==> src/rtl/codec_i2s_intf_pkg.sv <==
// Shared constants and types for the equalizer-to-I2S-codec bridge.
// One frame is 2**CNT_W clk cycles holding one left and one right DATA_W word.
package codec_pkg;

  localparam int CNT_W    = 10;
  localparam int SCLK_BIT = 4;
  localparam int MCLK_BIT = 1;
  localparam int DATA_W   = 2 ** (CNT_W - SCLK_BIT - 2);
  localparam int FRAME_W  = 2 * DATA_W;
  localparam int PHASE_W  = SCLK_BIT + 1;

  localparam logic [PHASE_W-1:0] RISE_PHASE    = 5'h0F;
  localparam logic [PHASE_W-1:0] FALL_PHASE    = 5'h1F;
  localparam logic [CNT_W-1:0]   WORD_UPD_CNT  = 10'h010;
  localparam logic [CNT_W-1:0]   TX_LOAD_CNT   = 10'h01F;
  localparam logic [CNT_W-1:0]   FRAME_END_CNT = 10'h3FF;

  // Codec link bring-up: held in reset, one untrusted frame, then running.
  typedef enum logic [1:0] {
    LINK_RESET   = 2'd0,
    LINK_DISCARD = 2'd1,
    LINK_RUN     = 2'd2
  } link_state_e;

  typedef struct packed {
    logic [DATA_W-1:0] lft;
    logic [DATA_W-1:0] rht;
  } stereo_t;

  // Position of the counter inside the current SCLK period.
  function automatic logic [PHASE_W-1:0] bit_phase(input logic [CNT_W-1:0] cnt);
    return cnt[PHASE_W-1:0];
  endfunction

endpackage

==> src/rtl/codec_i2s_intf_if.sv <==
// Core-side sample bus: DAC words from the equalizer, ADC words plus valid back.
// master = equalizer core, slave = codec bridge.
interface codec_i2s_intf_if;
  import codec_pkg::*;

  logic [DATA_W-1:0] lft_dac;
  logic [DATA_W-1:0] rht_dac;
  logic [DATA_W-1:0] lft_adc;
  logic [DATA_W-1:0] rht_adc;
  logic              valid;

  modport master (
    output lft_dac,
    output rht_dac,
    input  lft_adc,
    input  rht_adc,
    input  valid
  );

  modport slave (
    input  lft_dac,
    input  rht_dac,
    output lft_adc,
    output rht_adc,
    output valid
  );

endinterface

==> src/rtl/codec_i2s_intf_clk_gen.sv <==
// Frame timebase for the codec link: counter, clock taps, bit strobes and the
// codec reset / frame-trust sequencing.
module codec_clk_gen
  import codec_pkg::*;
(
  input  logic             clk,
  input  logic             rst,
  output logic [CNT_W-1:0] cnt,
  output logic             lrclk,
  output logic             sclk,
  output logic             mclk,
  output logic             rise_evt,
  output logic             fall_evt,
  output logic             rstn,
  output logic             frame_ok
);

  logic [CNT_W-1:0] cnt_r;
  link_state_e      link_state_r;
  logic             rstn_r;
  logic             frame_ok_r;
  logic             frame_end_s;

  // Free-running frame counter; all codec clocks are taps of it
  always_ff @(posedge clk) begin
    if (rst) begin
      cnt_r <= '0;
    end else begin
      cnt_r <= cnt_r + CNT_W'(1'b1);
    end
  end

  assign frame_end_s = (cnt_r == FRAME_END_CNT);

  // Clock outputs are flop bits directly, so they cannot glitch
  assign cnt      = cnt_r;
  assign lrclk    = cnt_r[CNT_W-1];
  assign sclk     = cnt_r[SCLK_BIT];
  assign mclk     = cnt_r[MCLK_BIT];
  assign rise_evt = (bit_phase(cnt_r) == RISE_PHASE);
  assign fall_evt = (bit_phase(cnt_r) == FALL_PHASE);
  assign rstn     = rstn_r;
  assign frame_ok = frame_ok_r;

  // Release codec after one frame, then drop one more frame before trusting data
  always_ff @(posedge clk) begin
    if (rst) begin
      link_state_r <= LINK_RESET;
      rstn_r       <= 1'b0;
      frame_ok_r   <= 1'b0;
    end else begin
      case (link_state_r)
        LINK_RESET: begin
          if (frame_end_s) begin
            link_state_r <= LINK_DISCARD;
            rstn_r       <= 1'b1;
          end
        end
        LINK_DISCARD: begin
          if (frame_end_s) begin
            link_state_r <= LINK_RUN;
            frame_ok_r   <= 1'b1;
          end
        end
        LINK_RUN: begin
          link_state_r <= LINK_RUN;
          rstn_r       <= 1'b1;
          frame_ok_r   <= 1'b1;
        end
        default: begin
          link_state_r <= LINK_RESET;
          rstn_r       <= 1'b0;
          frame_ok_r   <= 1'b0;
        end
      endcase
    end
  end

endmodule

==> src/rtl/codec_i2s_intf.sv <==
// I2S bridge between the equalizer core and an external ADC+DAC codec.
// Deserializes SDout into stereo sample words and serializes DAC words onto SDin.
module codec_i2s_intf
  import codec_pkg::*;
(
  input  logic             clk,
  input  logic             rst,
  codec_i2s_intf_if.slave  core,
  input  logic             SDout,
  output logic             SDin,
  output logic             LRCLK,
  output logic             SCLK,
  output logic             MCLK,
  output logic             RSTn
);

  logic [CNT_W-1:0]  cnt_s;
  logic              rise_evt_s;
  logic              fall_evt_s;
  logic              frame_ok_s;
  stereo_t           rx_shft_r;
  stereo_t           tx_shft_r;
  logic [DATA_W-1:0] lft_adc_r;
  logic [DATA_W-1:0] rht_adc_r;
  logic              valid_r;

  codec_clk_gen u_clk_gen (
    .clk      (clk),
    .rst      (rst),
    .cnt      (cnt_s),
    .lrclk    (LRCLK),
    .sclk     (SCLK),
    .mclk     (MCLK),
    .rise_evt (rise_evt_s),
    .fall_evt (fall_evt_s),
    .rstn     (RSTn),
    .frame_ok (frame_ok_s)
  );

  // ADC capture: one bit per SCLK rise, MSB first
  always_ff @(posedge clk) begin
    if (rst) begin
      rx_shft_r <= '0;
    end else if (rise_evt_s) begin
      rx_shft_r <= stereo_t'({rx_shft_r[FRAME_W-2:0], SDout});
    end
  end

  // Rise 0 of a frame completes the previous right word (I2S 1-bit delay),
  // so the whole stereo pair is ready one cycle later
  always_ff @(posedge clk) begin
    if (rst) begin
      lft_adc_r <= '0;
      rht_adc_r <= '0;
      valid_r   <= 1'b0;
    end else if (cnt_s == WORD_UPD_CNT) begin
      lft_adc_r <= rx_shft_r.lft;
      rht_adc_r <= rx_shft_r.rht;
      valid_r   <= frame_ok_s;
    end else begin
      valid_r   <= 1'b0;
    end
  end

  // DAC shifter: load at the first in-frame SCLK fall, shift on every other fall
  always_ff @(posedge clk) begin
    if (rst) begin
      tx_shft_r <= '0;
    end else if (fall_evt_s) begin
      if (cnt_s == TX_LOAD_CNT) begin
        tx_shft_r <= stereo_t'({core.lft_dac, core.rht_dac});
      end else begin
        tx_shft_r <= stereo_t'({tx_shft_r[FRAME_W-2:0], 1'b0});
      end
    end
  end

  assign SDin         = tx_shft_r[FRAME_W-1];
  assign core.lft_adc = lft_adc_r;
  assign core.rht_adc = rht_adc_r;
  assign core.valid   = valid_r;

endmodule

==> src/flat_wrapper.sv <==
// flat-port wrapper written by rule: the top's interface ports become plain ports
module codec_i2s_intf_flat import codec_pkg::*;
  (clk, rst, SDout, SDin, LRCLK, SCLK, MCLK, RSTn, core_lft_dac, core_rht_dac, core_lft_adc, core_rht_adc, core_valid);
  codec_i2s_intf_if core_i ();
  input  logic clk;
  input  logic rst;
  input  logic SDout;
  output logic SDin;
  output logic LRCLK;
  output logic SCLK;
  output logic MCLK;
  output logic RSTn;
  input wire logic [$bits(core_i.lft_dac)-1:0] core_lft_dac;
  input wire logic [$bits(core_i.rht_dac)-1:0] core_rht_dac;
  output wire logic [$bits(core_i.lft_adc)-1:0] core_lft_adc;
  output wire logic [$bits(core_i.rht_adc)-1:0] core_rht_adc;
  output wire logic [$bits(core_i.valid)-1:0] core_valid;
  assign core_i.lft_dac = core_lft_dac;
  assign core_i.rht_dac = core_rht_dac;
  assign core_lft_adc = core_i.lft_adc;
  assign core_rht_adc = core_i.rht_adc;
  assign core_valid = core_i.valid;
  codec_i2s_intf u_core (.clk(clk), .rst(rst), .core(core_i), .SDout(SDout), .SDin(SDin), .LRCLK(LRCLK), .SCLK(SCLK), .MCLK(MCLK), .RSTn(RSTn));
endmodule
==> config.mk <==
export PLATFORM = sky130hd
export DESIGN_NAME = codec_i2s_intf_flat
export DESIGN_NICKNAME = d
export VERILOG_FILES = /design/src/rtl/codec_i2s_intf_pkg.sv /design/src/rtl/codec_i2s_intf_if.sv /design/src/rtl/codec_i2s_intf_clk_gen.sv /design/src/rtl/codec_i2s_intf.sv /design/src/flat_wrapper.sv
export SDC_FILE = /design/constraint.sdc
export NUM_CORES = 1
export LEC_CHECK = 0
export BUFFER_PORTS_ARGS = -buffer_cell sky130_fd_sc_hd__buf_2
export CAP_MARGIN = 20
export CORE_MARGIN = 5
export CORE_UTILIZATION = 33
export CTS_BUF_LIST = sky130_fd_sc_hd__clkbuf_4 sky130_fd_sc_hd__clkbuf_8 sky130_fd_sc_hd__clkbuf_16
export DETAILED_ROUTE_END_ITERATION = 10
export SYNTH_ARGS = -nofsm -noshare
export SYNTH_HDL_FRONTEND = slang
export SYNTH_HIERARCHICAL = 1
export SYNTH_SLANG_ARGS = --single-unit
==> constraint.sdc <==
create_clock -name clk -period 3.1 [get_ports clk]
set_clock_uncertainty 0.2 [all_clocks]
set_input_delay 0.93 -clock clk [delete_from_list [all_inputs] [get_ports clk]]
set_output_delay 0.93 -clock clk [all_outputs]
set_load 0.1 [all_outputs]
==> reports/metrics.cfg <==
[sta]
setup_viol = 0
fin_ws_ns = 0.5836
tns_ns = 0
slew_headroom_pct = 41.44
hold_viol_final = 0
slew_violations = 0
max_freq_mhz = 397.4
rsz0062_at_grt = no
period_share_pct = 81.18
timing.final.crit_period_ns = 2.516
worst_pin_slew_ns = 0.8766

[worst_setup_path]
r2r_slack_ns = 0.60
start_kind = flop
crit_slowest_cell = dfxtp_1
end_kind = primary output
reg2reg_depth = 4
critPathArrivalTime_ns = 1.39
cp.required_ns = 1.97
crit_chain = buf_2
cp_top_family = flip-flops
crit_cells = 1
crit_type = flop to primary output
cp-startpoint = u_core/u_clk_gen/cnt[4]
crit_fanout = 9
critical_path.endpoint = SCLK
critPathMaxStageDelay_ns = 0.53
crit_buf_inv = 1
r2r_start = u_core/u_clk_gen/cnt[7]
r2r-end = u_core/core.rht_adc[14]

[place]
dp_hpwl_um = 7968
io_buffers = 72
placed_area_mm2 = 0.005371
place_ws_ns = 0.6264
gp_congestion = 0.7247

[global_route]
track_usage_pct = 14.34
antenna_found_initial = 0
grt_pass1_wl_um = 21210
grt_pass1_vias = 4207
grt_max_degree = 76
grt_overflow = 0

[final_layout]
area_delta_synth_final_pct = 16.94
final_area_mm2 = 0.005700
final_cell_mix = dfxtp_1, buf_2, nor2_1
post-route-util_pct = 39.22
num_antenna_cells = 0
final_common_cell = dfxtp_1
nNetsFinal = 613
drive_above_1_share_pct = 20.62
fill_cells = 1466

[yosys]
synth_seq_cells = 111
synth_area_mm2 = 0.004875
synth_edf_count = 0
ys_seq_area_share_pct = 45.59
synth_flop_cell = dfxtp_1
ys_types = 38
ys_warn_count = 6
synth.area.top_cells = dfxtp_1, o31ai_1, nand4_1
async_reset_ff_share_pct = 0
synth_top_area_share_pct = 45.59
syn_avg_cell_area_um2 = 9.061
synth_cells = 538
synth_fp_nets = 579
synth.largest_area_cell = dfxtp_1

[die]
die_x_um = 131.5
start_util_pct = 33.54
chipHeight_um = 131.5
rows = 44
fp.coreArea_mm2 = 0.01453
die_area_mm2 = 0.01730
io_pins = 73

[power]
p_leak_nw = 1.845
p_total_mw = 2.855
power_density_mw_per_mm2 = 500.9
ir_worst_vdd_v = 0.0002985

[clocking]
clkSinkCount = 111
post-cts-setup-buffers = 0
cts_buffer_depth = 2
hold_buffers = 0
cts-root-buf = clkbuf_16
htree_levels = 3
clkTransAtPathRegs_ns = 0.07
numCtsBuffers = 9
cts_tree = yes
insertion_delay_ns = 0.35
post_cts_resized = 0

[routing]
vias = 4333
routedWlPerCell_um = 16.60
drtPass1Iterations = 4
drcViolationCount = 0
viasPerCell = 5.694
antenna_left = 0
drt_iter0_markers = 356
wl_um = 12630

[status]
status = finished, final reports clean

[run]
drv_cap = 0

[worst_hold_path]
hold_class = flop to flop

cells in the mapped netlist, drive strengths merged, types with 5 or more instances:
| cell type | instances |
|---|---|
| o21ai | 5 |
| a21oi | 38 |
| nor2 | 68 |
| clkbuf | 55 |
| nand4 | 68 |
| a311oi | 32 |
| inv | 6 |
| mux2i | 32 |
| nor2b | 5 |
| nand3 | 6 |
| dfxtp | 111 |
| o31ai | 64 |
| ha | 6 |
| buf | 12 |
registers in the layout, indices dropped and copies added (netlist names):
signal and flops:
u_core/rx_shft_r 32, u_core/u_clk_gen/rstn 1, u_core/tx_shft_r 31, u_core/core.rht_adc 16, u_core/u_clk_gen/frame_ok 1, u_core/u_clk_gen/link_state_r 2, u_core/SDin 1, u_core/core.lft_adc 16
u_core/core.valid 1, u_core/u_clk_gen/cnt 10
worst min-delay path by stage:
stage | startpoint | end | slack, ns | cells after the start
after floorplan | u_core/rx_shft_r[31] | u_core/core.lft_adc[15] | 0.25 | 2
after global placement | u_core/core.lft_adc[6] | u_core/core.lft_adc[6] | 0.26 | 2
after detailed placement | u_core/core.rht_adc[12] | u_core/core.rht_adc[12] | 0.26 | 2
after CTS | u_core/core.rht_adc[12] | u_core/core.rht_adc[12] | 0.27 | 2
after global routing | u_core/core.rht_adc[13] | u_core/core.rht_adc[13] | 0.30 | 2
final | u_core/core.rht_adc[13] | u_core/core.rht_adc[13] | 0.27 | 2
metal layers:
metal	up-vias	wire [um]	GRT usage, %
met3	14	872	4.740
met5	-	0	0
met2	144	5611	21.56
li1	2126	-	-
met4	0	166	3.886
met1	2049	5982	19.76
power by group:
part | internal [mW] | total, mW | leakage, nW | switching, mW
logic | 0.0707 | 0.227 | 0.804 | 0.157
clock network | 0.640 | 1.18 | 0.146 | 0.535
registers | 1.44 | 1.45 | 0.894 | 0.0149
worst reg2reg max path, cell delays in order (launching register included):
cell     delay, ns
dfxtp_1       0.37
or4_2         1.04
buf_4         0.36
o31ai_1       0.30
a21oi_1       0.10
kinds of logic (layout without fill, tap and decap cells):
| logic type | after synthesis | after routing | synth area share [%] |
|---|---|---|---|
| multiplexers | 32 | 32 | 6.571 |
| buffers and inverters | 73 | 112 | 6.032 |
| AND/OR/NAND/NOR | 170 | 170 | 18.97 |
| flip-flops | 111 | 111 | 45.59 |
| XOR/XNOR | 2 | 2 | 0.3594 |
| adder cells (fa/ha/maj) | 6 | 6 | 1.540 |
| AO/OA/AOI/OAI | 144 | 144 | 20.94 |
area by class of cell:
class,instances,area [um2],area share (%)
multi-input cells,354,2381,41.77
flip-flops and latches,111,2222,38.98
inverters,6,22.52,0.3951
clock buffers,10,232.7,4.083
well taps,184,230.2,4.039
clock inverters,6,68.82,1.207
repair buffers,90,543.0,9.526
per-stage QoR:
stage	hold slack (ns)	cells
after CTS	0.2698	760
after detailed placement	0.2591	744
after global placement	0.2555	744
final	0.2683	761
after floorplan	0.2459	538
after global routing	0.3013	761
(Power assumes the default switching activity.)
